`src/rtl/commit_trace_buffer.sv`:
```
// Commit trace FIFO: captures register writebacks and data-memory accesses,
// up to two entries per cycle, with sequence numbering and drop accounting.

module ctb_slot #(
  parameter int W = 8
) (
  input  logic         clk,
  input  logic         reset,
  input  logic         we,
  input  logic [W-1:0] d,
  output logic [W-1:0] q
);
  always_ff @(posedge clk or negedge reset)
    if (!reset)  q <= '0;
    else if (we) q <= d;
endmodule

module commit_trace_buffer #(
  parameter int DATA_W = 32,
  parameter int DEPTH  = 8
) (
  input  logic                       clk,
  input  logic                       reset,
  input  logic                       en,
  input  logic                       reg_write_sig,
  input  logic [4:0]                 reg_num,
  input  logic [DATA_W-1:0]          reg_data,
  input  logic                       wr,
  input  logic                       rd,
  input  logic [8:0]                 addr,
  input  logic [DATA_W-1:0]          wr_data,
  input  logic [DATA_W-1:0]          rd_data,
  output logic                       out_valid,
  input  logic                       out_ready,
  output logic [1:0]                 out_kind,
  output logic [8:0]                 out_idx,
  output logic [DATA_W-1:0]          out_data,
  output logic [15:0]                out_seq,
  output logic [$clog2(DEPTH):0]     level,
  output logic                       overflow,
  output logic [7:0]                 drop_cnt,
  input  logic                       clr_ovf
);
  localparam int PW    = $clog2(DEPTH);
  localparam int LW    = PW + 1;
  localparam int ENT_W = 2 + 9 + DATA_W + 16;

  typedef struct packed {
    logic [1:0]        kind;
    logic [8:0]        idx;
    logic [DATA_W-1:0] data;
    logic [15:0]       seq;
  } ent_t;

  logic [PW-1:0] rd_ptr, wr_ptr, wr_ptr1;
  logic [LW-1:0] level_q;
  logic [15:0]   seq_q;
  logic          ovf_q;
  logic [7:0]    drop_q;

  logic          reg_ev, mem_ev, pop;
  logic [1:0]    n_ev, n_push, n_drop;
  logic [LW:0]   cap;
  logic [8:0]    drop_sum;
  ent_t          reg_ent, mem_ent, ent0, ent1, head;

  logic [DEPTH-1:0]            slot_we;
  logic [DEPTH-1:0][ENT_W-1:0] slot_d;
  logic [DEPTH-1:0][ENT_W-1:0] slot_q;

  always_comb begin
    reg_ev = en & reg_write_sig & (reg_num != 5'd0);
    mem_ev = en & (wr | rd);

    reg_ent.kind = 2'b01;
    reg_ent.idx  = {4'b0, reg_num};
    reg_ent.data = reg_data;
    reg_ent.seq  = seq_q;

    // A simultaneous reg event is older, so the mem event takes the next seq.
    mem_ent.kind = wr ? 2'b10 : 2'b11;
    mem_ent.idx  = addr;
    mem_ent.data = wr ? wr_data : rd_data;
    mem_ent.seq  = seq_q + {15'b0, reg_ev};

    ent0 = reg_ev ? reg_ent : mem_ent;
    ent1 = mem_ent;

    n_ev = {1'b0, reg_ev} + {1'b0, mem_ev};
    pop  = (level_q != '0) & out_ready;
    cap  = (LW+1)'(DEPTH) - {1'b0, level_q} + (LW+1)'(pop);

    if (cap >= (LW+1)'(n_ev)) n_push = n_ev;
    else                      n_push = cap[1:0];
    n_drop   = n_ev - n_push;
    drop_sum = {1'b0, drop_q} + 9'(n_drop);
    wr_ptr1  = wr_ptr + 1'b1;
  end

  for (genvar i = 0; i < DEPTH; i++) begin : g_slot
    always_comb begin
      slot_we[i] = ((n_push != 2'd0) && (wr_ptr  == PW'(i))) ||
                   ((n_push == 2'd2) && (wr_ptr1 == PW'(i)));
      slot_d[i]  = (wr_ptr == PW'(i)) ? ent0 : ent1;
    end

    ctb_slot #(.W(ENT_W)) u_slot (
      .clk   (clk),
      .reset (reset),
      .we    (slot_we[i]),
      .d     (slot_d[i]),
      .q     (slot_q[i])
    );
  end

  always_ff @(posedge clk or negedge reset) begin
    if (!reset) begin
      rd_ptr  <= '0;
      wr_ptr  <= '0;
      level_q <= '0;
      seq_q   <= '0;
      ovf_q   <= 1'b0;
      drop_q  <= '0;
    end else begin
      rd_ptr  <= rd_ptr + PW'(pop);
      wr_ptr  <= wr_ptr + PW'(n_push);
      level_q <= level_q + LW'(n_push) - LW'(pop);
      seq_q   <= seq_q + 16'(n_ev);
      // A drop in the same cycle as a clear restarts the count from this drop.
      if (n_drop != 2'd0) begin
        ovf_q  <= 1'b1;
        drop_q <= clr_ovf ? 8'(n_drop) : (drop_sum[8] ? 8'hFF : drop_sum[7:0]);
      end else if (clr_ovf) begin
        ovf_q  <= 1'b0;
        drop_q <= '0;
      end
    end
  end

  always_comb begin
    head      = ent_t'(slot_q[rd_ptr]);
    out_valid = (level_q != '0);
    out_kind  = out_valid ? head.kind : 2'b00;
    out_idx   = out_valid ? head.idx  : 9'd0;
    out_data  = out_valid ? head.data : '0;
    out_seq   = out_valid ? head.seq  : 16'd0;
    level     = level_q;
    overflow  = ovf_q;
    drop_cnt  = drop_q;
  end
endmodule

```
`config.mk`:
```
export PLATFORM = sky130hd
export DESIGN_NAME = commit_trace_buffer
export DESIGN_NICKNAME = d
export VERILOG_FILES = /design/src/rtl/commit_trace_buffer.sv
export SDC_FILE = /design/constraint.sdc
export NUM_CORES = 1
export LEC_CHECK = 0
export ABC_AREA = 1
export BUFFER_PORTS_ARGS = -buffer_cell sky130_fd_sc_hd__buf_2
export CORE_MARGIN = 2
export CORE_UTILIZATION = 40
export CTS_CLUSTER_SIZE = 8
export DETAILED_ROUTE_END_ITERATION = 12
export MAX_ROUTING_LAYER = met4
export PLACE_DENSITY_LB_ADDON = 0.3
export SKIP_LAST_GASP = 1
export SYNTH_ARGS = -nofsm -noshare
export SYNTH_HDL_FRONTEND = slang
export SYNTH_HIERARCHICAL = 1
export SYNTH_SLANG_ARGS = --single-unit
```
`constraint.sdc`:
```
create_clock -name clk -period 11.7 [get_ports clk]
set_input_delay 0.585 -clock clk [delete_from_list [all_inputs] [get_ports clk]]
set_output_delay 0.585 -clock clk [all_outputs]
set_load 0.005 [all_outputs]
```
==> flow_results.org, run 1 <==
** Run status
- Outcome :: finished, final reports clean

** GRT
- Global routing finished with a remaining overflow of 0.
- The initial antenna violation count came to 0.
- The via count of the first global-routing pass came to around 27000.
- Entering global routing, the biggest net connects 187 pins.
- For this run, the total global-route usage over all layers was measured as 0.271.
- Wire length of the first global-routing pass :: about 160000 µm

** Route
- Detail Route met3 WL :: 7590 µm
- Met2 wire length :: roughly 46000 µm
- After detailed routing, no signal wire sits above met4.
- Average via count per standard cell :: 5.34
- Final antenna-violating net count :: 0
- Count of vias placed by the detailed router :: roughly 28000
- In the final routed layout, each cell accounts on average for about 19 µm.
- The pre-antenna-repair detailed-routing pass consisted of 6 iterations.
- Number of design rule violations left after detail routing :: 0
- Iter 0 DRT Violations :: about 3100
- After detailed routing, the wire length on met1 is between 40000 and 50000 µm.
- Total wire length after detailed routing :: a little over 100000 µm

** Power
- In this run the static leakage power is about 17 nW.
- Maximum vdd drop :: 0.279 mV
- Power density normalized to cell area :: 279 mW/mm²
- Final total power :: roughly 9 mW

** CTS
- CTS tree :: built
- Post-CTS clock slew at the launch and capture registers of the worst setup and hold paths :: ~0.05 ns
- After clock tree synthesis, the flow added hold-fix buffers numbering 0.
- No sink is reached through more buffers than the 3 on the longest clock path.
- Master cell of the clock root buffer :: sky130_fd_sc_hd__clkbuf_16
- For this design, the sink count on the clock tree is about 510.
- Clock tree synthesis inserted a total of 73 buffers.
- Maximum level of the CTS H-tree :: 3
- In this run, post-CTS repair resized a total of 0 instances.
- Worst skew pair latency :: approximately 0.62 ns
- Post-CTS Setup Bufs :: 0

** Placed design
- Final GP Congestion :: 0.871
- Half-perimeter wire length after placement :: 56200 µm
- Post-placement setup slack :: between 5 and 6 ns
- Post-placement cell count :: about 5200
- In this run the tool buffered the top-level ports with 190 buffer cells.
- Once placement finished, the instance area stood at just over 0.03 mm².

** Die
- Number of I/O pins :: around 190
- Overall die width :: 276 µm
- Placeable core area :: between 0.07 and 0.08 mm²
- Initial core utilization :: 0.405
- Area enclosed by the die boundary :: ~0.076 mm²
- Die height :: roughly 280 µm
- The floorplan has between 90 and 100 rows.

** Final layout
- In the final layout, the share of cells above drive strength 1 is 0.0857.
- Final core area utilization :: 0.443
- After routing the design area is about 0.032 mm².
- Number of nets in the final layout :: around 4500
- The area growth from synthesis to layout is 9.50%.
- Antenna Diode Count :: 0
- Top library cells by usage in the layout, fill and taps aside :: sky130_fd_sc_hd__nand2_1 (2019), sky130_fd_sc_hd__o21ai_0 (532), sky130_fd_sc_hd__dfrtp_1 (505)
- The count of cells in the finished layout, fillers not included, comes to roughly 5300.
- Most common cell after layout, fill and taps aside :: sky130_fd_sc_hd__nand2_1

** Timing
- Summed over all failing endpoints, the final setup total negative slack is 0 ns.
- Fmax :: between 150 and 200 MHz
- Final count of negative-setup-slack endpoints :: 0
- Of the available clock period, the critical path in the final layout requires 0.486.
- Across all setup checks in the final design, the least slack found is about 6 ns.
- Counting I/O delays and the setup requirement, the final critical path takes 5.69 ns.
- Headroom to the max-slew limit came out at 0.199.
- Final Hold Viols :: 0
- Worst hold-check slack :: between 0.01 and 0.015 ns
- Setup repair after global routing left no endpoint under its margin.
- The number of pins with negative max-slew slack in the final report is 0.
- Final Skew :: just over 0.02 ns
- Slew at the pin closest to its max-slew limit :: approximately 1.2 ns

** Synth
- The Yosys step of the flow raised 6 warnings.
- Number of synthesized register bits :: between 500 and 600
- Counting flops with a built-in enable in the synthesized netlist gives 0.
- The cell count after synthesis came out at around 4400.
- The most used flip-flop cell after synthesis is sky130_fd_sc_hd__dfrtp_1.
- After synthesis, the share of flip-flops with an asynchronous set or reset is 1.00.
- Synth Cell Area :: between 0.02 and 0.03 mm²
- Count of different cell masters after synthesis :: 36
- Synthesized area divided by synthesized cell count :: 6.77 µm²
- The share of the Yosys chip area taken by registers is 0.428.
- Counting every net in the synthesized netlist gives 4524.

** Worst setup path
- Required @ worst endpoint :: between 10 and 15 ns
- Crit. End Element :: register
- In this run the worst path has a maximum fanout of 13.
- Startpoint kind of the worst setup timing path :: input pin
- Signal arrival time at the worst endpoint :: ~6.2 ns
- The critical path in this run is classified as in -> reg.

** Hold path
- Path category of the worst min-delay check :: in -> async

** Run
- Max cap viols :: 0
## power breakdown
part           switching (mW)  internal, mW  total [mW]
Sequential              0.456          2.48        2.94
Clock                   0.794          1.12        1.91
Combinational            2.88          1.31        4.18
## state kept, by name, indices dropped and copies added (netlist names)
| register | flops |
|---|---|
| overflow | 1 |
| g_slot.u_slot/q | 472 |
| level | 4 |
| seq_q | 16 |
| drop_cnt | 8 |
| rd_ptr | 3 |
| wr_ptr | 3 |
## synthesized netlist by cell type, types with 3 or more instances
cell / number / area share
sky130_fd_sc_hd__a21oi_1: 6 / 0.0010
sky130_fd_sc_hd__a22oi_1: 11 / 0.0028
sky130_fd_sc_hd__a31oi_1: 59 / 0.012
sky130_fd_sc_hd__buf_1: 14 / 0.0018
sky130_fd_sc_hd__buf_2: 129 / 0.022
sky130_fd_sc_hd__buf_4: 22 / 0.0056
sky130_fd_sc_hd__buf_6: 32 / 0.012
sky130_fd_sc_hd__clkbuf_1: 119 / 0.015
sky130_fd_sc_hd__clkinv_1: 3 / 0.00038
sky130_fd_sc_hd__dfrtp_1: 507 / 0.43
sky130_fd_sc_hd__fa_1: 4 / 0.0027
sky130_fd_sc_hd__ha_1: 27 / 0.011
sky130_fd_sc_hd__inv_1: 136 / 0.017
sky130_fd_sc_hd__inv_2: 27 / 0.0034
sky130_fd_sc_hd__nand2_1: 2026 / 0.26
sky130_fd_sc_hd__nand3_1: 15 / 0.0025
sky130_fd_sc_hd__nand4_1: 17 / 0.0036
sky130_fd_sc_hd__nor2_1: 382 / 0.048
sky130_fd_sc_hd__nor2_2: 6 / 0.0013
sky130_fd_sc_hd__nor2_4: 10 / 0.0038
sky130_fd_sc_hd__nor3_1: 3 / 0.00051
sky130_fd_sc_hd__o21ai_0: 532 / 0.090
sky130_fd_sc_hd__o21ai_1: 167 / 0.028
sky130_fd_sc_hd__o22ai_1: 71 / 0.015
sky130_fd_sc_hd__xnor2_1: 11 / 0.0033
sky130_fd_sc_hd__xor2_1: 25 / 0.0074
## path summary, 6_finish.rpt
check	startpoint	end	slack, ns	cells past startpoint
worst max-delay path	reg_num[4]	drop_cnt[1]	6.01	27
worst min-delay path	reset	g_slot[3].u_slot/q[38]	0.01	1
worst max register to register	level[3]	drop_cnt[1]	6.11	26
worst min register to register	g_slot[1].u_slot/q[38]	g_slot[1].u_slot/q[38]	0.46	2
max in group asynchronous	reset	g_slot[5].u_slot/q[16]	9.29	3
min in group clk	clr_ovf	drop_cnt[7]	0.30	4
## worst max-delay path, stage by stage
cell and delay (ns):
sky130_fd_sc_hd__buf_2 0.10, sky130_fd_sc_hd__inv_1 0.20, sky130_fd_sc_hd__nand3_1 0.18, sky130_fd_sc_hd__nand2_2 0.44
sky130_fd_sc_hd__inv_1 0.14, sky130_fd_sc_hd__ha_1 0.36, sky130_fd_sc_hd__ha_1 0.29, sky130_fd_sc_hd__inv_1 0.06
sky130_fd_sc_hd__nand2_1 0.04, sky130_fd_sc_hd__nand2_1 0.05, sky130_fd_sc_hd__nand3_1 0.08, sky130_fd_sc_hd__nor2_2 0.13
sky130_fd_sc_hd__nand2_1 0.13, sky130_fd_sc_hd__a21oi_1 0.76, sky130_fd_sc_hd__inv_1 0.32, sky130_fd_sc_hd__ha_1 0.59
sky130_fd_sc_hd__inv_1 0.13, sky130_fd_sc_hd__ha_1 0.24, sky130_fd_sc_hd__fa_1 0.43, sky130_fd_sc_hd__and3_1 0.20
sky130_fd_sc_hd__nand3_1 0.09, sky130_fd_sc_hd__nor2_1 0.06, sky130_fd_sc_hd__nand2_1 0.08, sky130_fd_sc_hd__nand2_1 0.08
sky130_fd_sc_hd__or2_2 0.28, sky130_fd_sc_hd__nand2_1 0.07, sky130_fd_sc_hd__nand2_1 0.05
## final cells by class
type                    count  area (µm²)
inverters                 166         638
well taps                 959        1200
clock buffers              78        1870
multi-input cells        3385       14700
flip-flops and latches    507       12700
repair buffers            231        1280
fillers                  7569       40800
clock inverters             7        80.1
## cell families (layout without fill, tap and decap cells)
kind of cell	after synthesis	after routing	share of synthesized area
compound gates	853	853	0.151
xor+xnor	36	36	0.0106
fa+ha+maj	31	31	0.0141
buf+inv	483	482	0.0776
flops	507	507	0.428
simple gates	2465	2465	0.318
## metal layers
layer | vias up | global-route usage
li1 | 13800 | -
met1 | 13400 | 0.368
met5 | - | -
met3 | 194 | 0.0380
met4 | 0 | 0.0782
met2 | 1140 | 0.422
Power figures use the tool's default switching activity.
==> run 2, diff against run 1 <==
--- a/config.mk
+++ b/config.mk
@@ -5,7 +5,7 @@
 export SDC_FILE = /design/constraint.sdc
 export NUM_CORES = 1
 export LEC_CHECK = 0
-export ABC_AREA = 1
+export ABC_AREA = 0
 export BUFFER_PORTS_ARGS = -buffer_cell sky130_fd_sc_hd__buf_2
 export CORE_MARGIN = 2
 export CORE_UTILIZATION = 40
==> constraint.sdc (replaced) <==
create_clock -name clk -period 4.6 [get_ports clk]
set_input_delay 0.23 -clock clk [delete_from_list [all_inputs] [get_ports clk]]
set_output_delay 0.23 -clock clk [all_outputs]
set_load 0.005 [all_outputs]
==> flow_results.org, run 2 <==
** Run status
- Outcome :: finished, final reports clean

** Worst setup path
- Tracing the worst setup path back leads to its startpoint at level[2].
- Worst Setup EP :: drop_cnt[0]
- Startpoint kind of the worst setup timing path :: register
- CP max stage delay :: 0.41 ns (-0.35 ns)
- By startpoint and endpoint, the worst setup path is classified as reg -> reg.
- Critical path, cell by cell :: inv_1 -> ha_1 -> and2_4 -> inv_1 -> nand2_1 -> ha_1 -> inv_1 -> ha_1 -> ha_1 -> a211oi_2 -> a21o_1 -> o21ai_2 -> ha_1 -> inv_1 -> ha_1 -> fa_1 -> and4_1 -> nand4_1 -> nand4_1 -> o221a_1
- Source of the worst register-to-register timing path :: level[2]
- Signal arrival time at the worst endpoint :: 4.81 ns (-1.37 ns)
- Slack of the worst reg-to-reg path :: 0.29 ns (-5.82 ns)
- Instance count on the critical path :: 20 (-26%)
- Critical path peak fanout :: 6 (-7)
- The number of cells on the worst reg-to-reg path came to 20 (-23%).
- For this design, the slowest cell found on the critical path is sky130_fd_sc_hd__dfrtp_1.
- Counting stages on the worst path, the most repeated cell is sky130_fd_sc_hd__ha_1.
- The worst endpoint required time is 5.09 ns (-7.11 ns).
- Crit. End Element :: register
- Top cell family by delay on the critical path :: adder cells
- The number of buffer and inverter instances along the worst setup path is 4 (-2).
- R2R Path End :: drop_cnt[0]

** Synth
- By area, the combinational part of the netlist is dominated by multiplexers.
- The area share of xor/xnor cells in the synthesized design is 0.0368 (+0.0262).
- In the synthesized netlist, the cells that appear most often are sky130_fd_sc_hd__dfrtp_1 (507), sky130_fd_sc_hd__mux2_2 (400), sky130_fd_sc_hd__nor2_1 (379).
- Synth Cell Area :: 0.0295 mm² (-0.53%)
- Count of different cell masters after synthesis :: 50 (+39%)
- Yosys top cell by area :: sky130_fd_sc_hd__dfrtp_1
- The async set-or-reset flop fraction in the synthesized netlist is 1.00 (unchanged).
- The complex-gate fraction of the synthesized area came to 0.0596 (-0.0919).
- The share of cell area taken by muxes after synthesis was 0.318 (+0.318).
- Number of synthesized register bits :: 507 (unchanged)
- The synthesis warning total was 6 (unchanged).
- Mapped Nets :: 2772 (-39%)
- The adder and majority cell fraction of the synthesized area is 0.0142 (+0.0000748).
- By area the synthesized netlist is led by sky130_fd_sc_hd__dfrtp_1 (43%), sky130_fd_sc_hd__mux2_2 (15%), sky130_fd_sc_hd__mux4_2 (9.0%).
- The simple-gate share of the synthesized area came to 0.0905 (-0.228).
- The sequential cell area fraction in the yosys report is 0.430 (+0.00227).
- Among all cell types in the netlist, the one instantiated most often is sky130_fd_sc_hd__dfrtp_1.
- Mapped Cells :: 2623 (-40%)
- Prevailing post-synth register cell :: sky130_fd_sc_hd__dfrtp_1
- The top-area cell type share of the netlist area is 0.430 (+0.00227).
- Number of flops mapped to enable cells by yosys :: 0 (unchanged)
- The synthesized area per cell was 11.2 µm² (+66%).

** Route
- Count of vias placed by the detailed router :: 21000 (-26%)
- Final antenna-violating net count :: 0 (unchanged)
- Detailed-router iteration count before antenna repair :: 6 (unchanged)
- Number of design rule violations left after detail routing :: 0 (unchanged)
- Iter 0 DRT Violations :: 1644 (-47%)
- The routed length per instance came to 23.1 µm (+22%).
- The via count normalized by instance count is 5.68 (+6.4%).
- The total wirelength of the detailed-routed design was 85300 µm (-16%).

** GRT
- Maximum number of pins on one net before global-route repair :: 113 (-40%)
- Number of global-route vias before repair :: 22000 (-18%)
- Total routing resource utilization after global routing :: 0.233 (-0.0375)
- The global-route wire length before repair is 132000 µm (-17%).
- Gr ovfl total :: 0 (unchanged)
- Number of antenna violations at the first check in global routing :: 8 (+8)

** Power
- Maximum vdd drop :: 0.374 mV (+34%)
- Power density normalized to cell area :: 691 mW/mm² (+150%)
- Leakage :: 14.9 nW (-14%)
- Final total power :: 23.1 mW (+160%)

** Placed design
- Area of placed instances :: 0.0313 mm² (+2.6%)
- Port Buffer Count :: 190 (unchanged)
- The detailed-placement wirelength estimate came to 51400 µm (-8.5%).
- The last weighted congestion value of the routability-driven placer came to 0.814 (-6.5%).

** CTS
- The H-tree depth came to 3 (unchanged).
- The clock-pin slew reported for the worst setup and hold paths after clock tree synthesis is 0.05 ns (about the same).
- Master cell of the clock root buffer :: sky130_fd_sc_hd__clkbuf_16
- CTS tree :: built
- The clock sink count was 507 (unchanged).
- CTS buffer count :: 74 (+1.4%)
- The clock insertion delay at the later pin of the skew report was 0.61 ns (about the same).
- Buffers from clock root to sink, at most :: 3 (unchanged)

** Final layout
- In the layout the commonest cells are sky130_fd_sc_hd__dfrtp_1 (504), sky130_fd_sc_hd__mux2_2 (400), sky130_fd_sc_hd__nor2_1 (379).
- The count of fill cells added during filler insertion came to 6595 (-13%).
- The final layout net count came to 2871 (-36%).
- The final non-filler cell area came to 0.0334 mm² (+3.0%).
- The library cell used most frequently in the layout, excluding fill and tap cells, is sky130_fd_sc_hd__dfrtp_1.
- Register Area :: 0.0127 mm² (about the same)
- Fraction of final layout cells sized beyond drive strength 1 :: 0.357 (+0.272)
- Final core area utilization :: 0.458 (+0.0149)
- More flip-flops sit in one register than any other, and that register is g_slot.u_slot/q.
- Number of flip-flops under the largest register name :: 472 (unchanged)
- The area used by multi-input combinational logic was 0.0154 mm² (+5.1%).
- Area growth, synth to finish :: 13.4%

** Timing
- Final count of negative-setup-slack endpoints :: 0 (unchanged)
- The clock skew was 0.0150 ns (-0.00559 ns).
- The final hold violation count is 0 (unchanged).
- Final period util :: 0.938
- The number of pins with negative max-slew slack in the final report is 0 (unchanged).
- Minimum clock period after layout :: ~4.3 ns
- Timing would allow up to approximately 230 MHz.
- Slew at the pin closest to its max-slew limit :: 0.988 ns (-0.214 ns)
- The relative slew slack is 0.342 (+0.142).
- The worst hold slack across all endpoints came to 0.0650 ns (+0.0524 ns).

** Die
- The initial cell density of the core came to 0.404 (-0.000769).
- Area enclosed by the die boundary :: 0.0759 mm² (-0.52%)
- Number of I/O pins :: 191 (unchanged)
- The die outline width was 275 µm (-0.26%).
- Placeable core area :: 0.0730 mm² (-0.34%)
- Row Count :: 99 (unchanged)
- Die height :: 275 µm (-0.26%)

** Run
- The count of maximum capacitance violations was 0 (unchanged).

** Hold path
- Path category of the worst min-delay check :: in -> reg
run 2: cell types whose count changed in the layout (fill, tap and decap cells not counted), moves of 35 or more:
cell                      change
sky130_fd_sc_hd__mux2_4      +80
sky130_fd_sc_hd__o21ai_1    -166
sky130_fd_sc_hd__nand2_1   -1835
sky130_fd_sc_hd__mux2_2     +400
sky130_fd_sc_hd__o22ai_1     -71
sky130_fd_sc_hd__and2_1      +35
sky130_fd_sc_hd__mux2i_1     +99
sky130_fd_sc_hd__a21oi_1    +254
sky130_fd_sc_hd__a31oi_1     -53
sky130_fd_sc_hd__xnor2_1     +63
sky130_fd_sc_hd__mux4_2     +118
sky130_fd_sc_hd__inv_1      -108
sky130_fd_sc_hd__o21ai_0    -518
run 2: logic make-up after synthesis:
group / after synthesis
DFF: 507
adders and majority gates: 31
xor gates and xnor gates: 124
muxes: 700
buffers and inverters: 284
and+or+nand+nor: 654
AOI/OAI and AO/OA: 323
run 2: cell type report:
cell class              instances  share of cell area
well taps                     959              0.0359
clock inverters                 4             0.00183
diodes                          3            0.000225
clock buffers                  86              0.0602
multi-input cells            1832               0.462
repair buffers                271              0.0561
inverters                      36             0.00404
flip-flops and latches        507               0.380
run 2: worst min-delay path: cells and delay by family:
kind	cells	cell delay, ns
buf+inv	1	0.14
simple gates	1	0.13
mux	1	0.13
run 2: what timing repair did:
action,in CTS,in global routing
hold buffers,2,0
endpoints found under the hold margin,78,0
resized for setup,0,2
setup buffers,0,2
endpoints found under the setup margin,0,6
run 2: how the worst min path moves through the flow:
stage | startpoint | endpoint | slack [ns] | cells past startpoint
floorplan | reset | drop_cnt[0] | -0.07 | 0
global placement | reset | g_slot[2].u_slot/q[40] | 0.28 | 1
detailed placement | reset | g_slot[3].u_slot/q[40] | 0.28 | 1
CTS | addr[6] | g_slot[5].u_slot/q[54] | 0.02 | 3
global route | addr[6] | g_slot[3].u_slot/q[54] | 0.05 | 3
finish | addr[8] | g_slot[7].u_slot/q[56] | 0.06 | 3
run 2: stage by stage:
step	instances	worst slack (ns)	setup TNS [ns]
global route	3698	-0.0491	-0.0703
floorplan	2623	0.0614	0
global placement	3601	0.103	0
CTS	3693	0.211	0
finish	3698	0.285	0
detailed placement	3601	0.0625	0
run 2: routing by layer:
layer	routed length, µm	share of wire	vias to the layer above	global-route usage
li1	-	-	9322	-
met4	2320	0.027	0	0.0686
met2	42200	0.49	669	0.384
met1	35900	0.42	10900	0.296
met3	4830	0.057	171	0.0391
met5	0	0	-	-
run 2: power breakdown:
part	switching (mW)	internal, mW	total, mW
Combinational	4.55	5.51	10.1
Sequential	1.55	6.46	8.01
Clock	1.98	3.04	5.02
Total	8.07	15.0	23.1
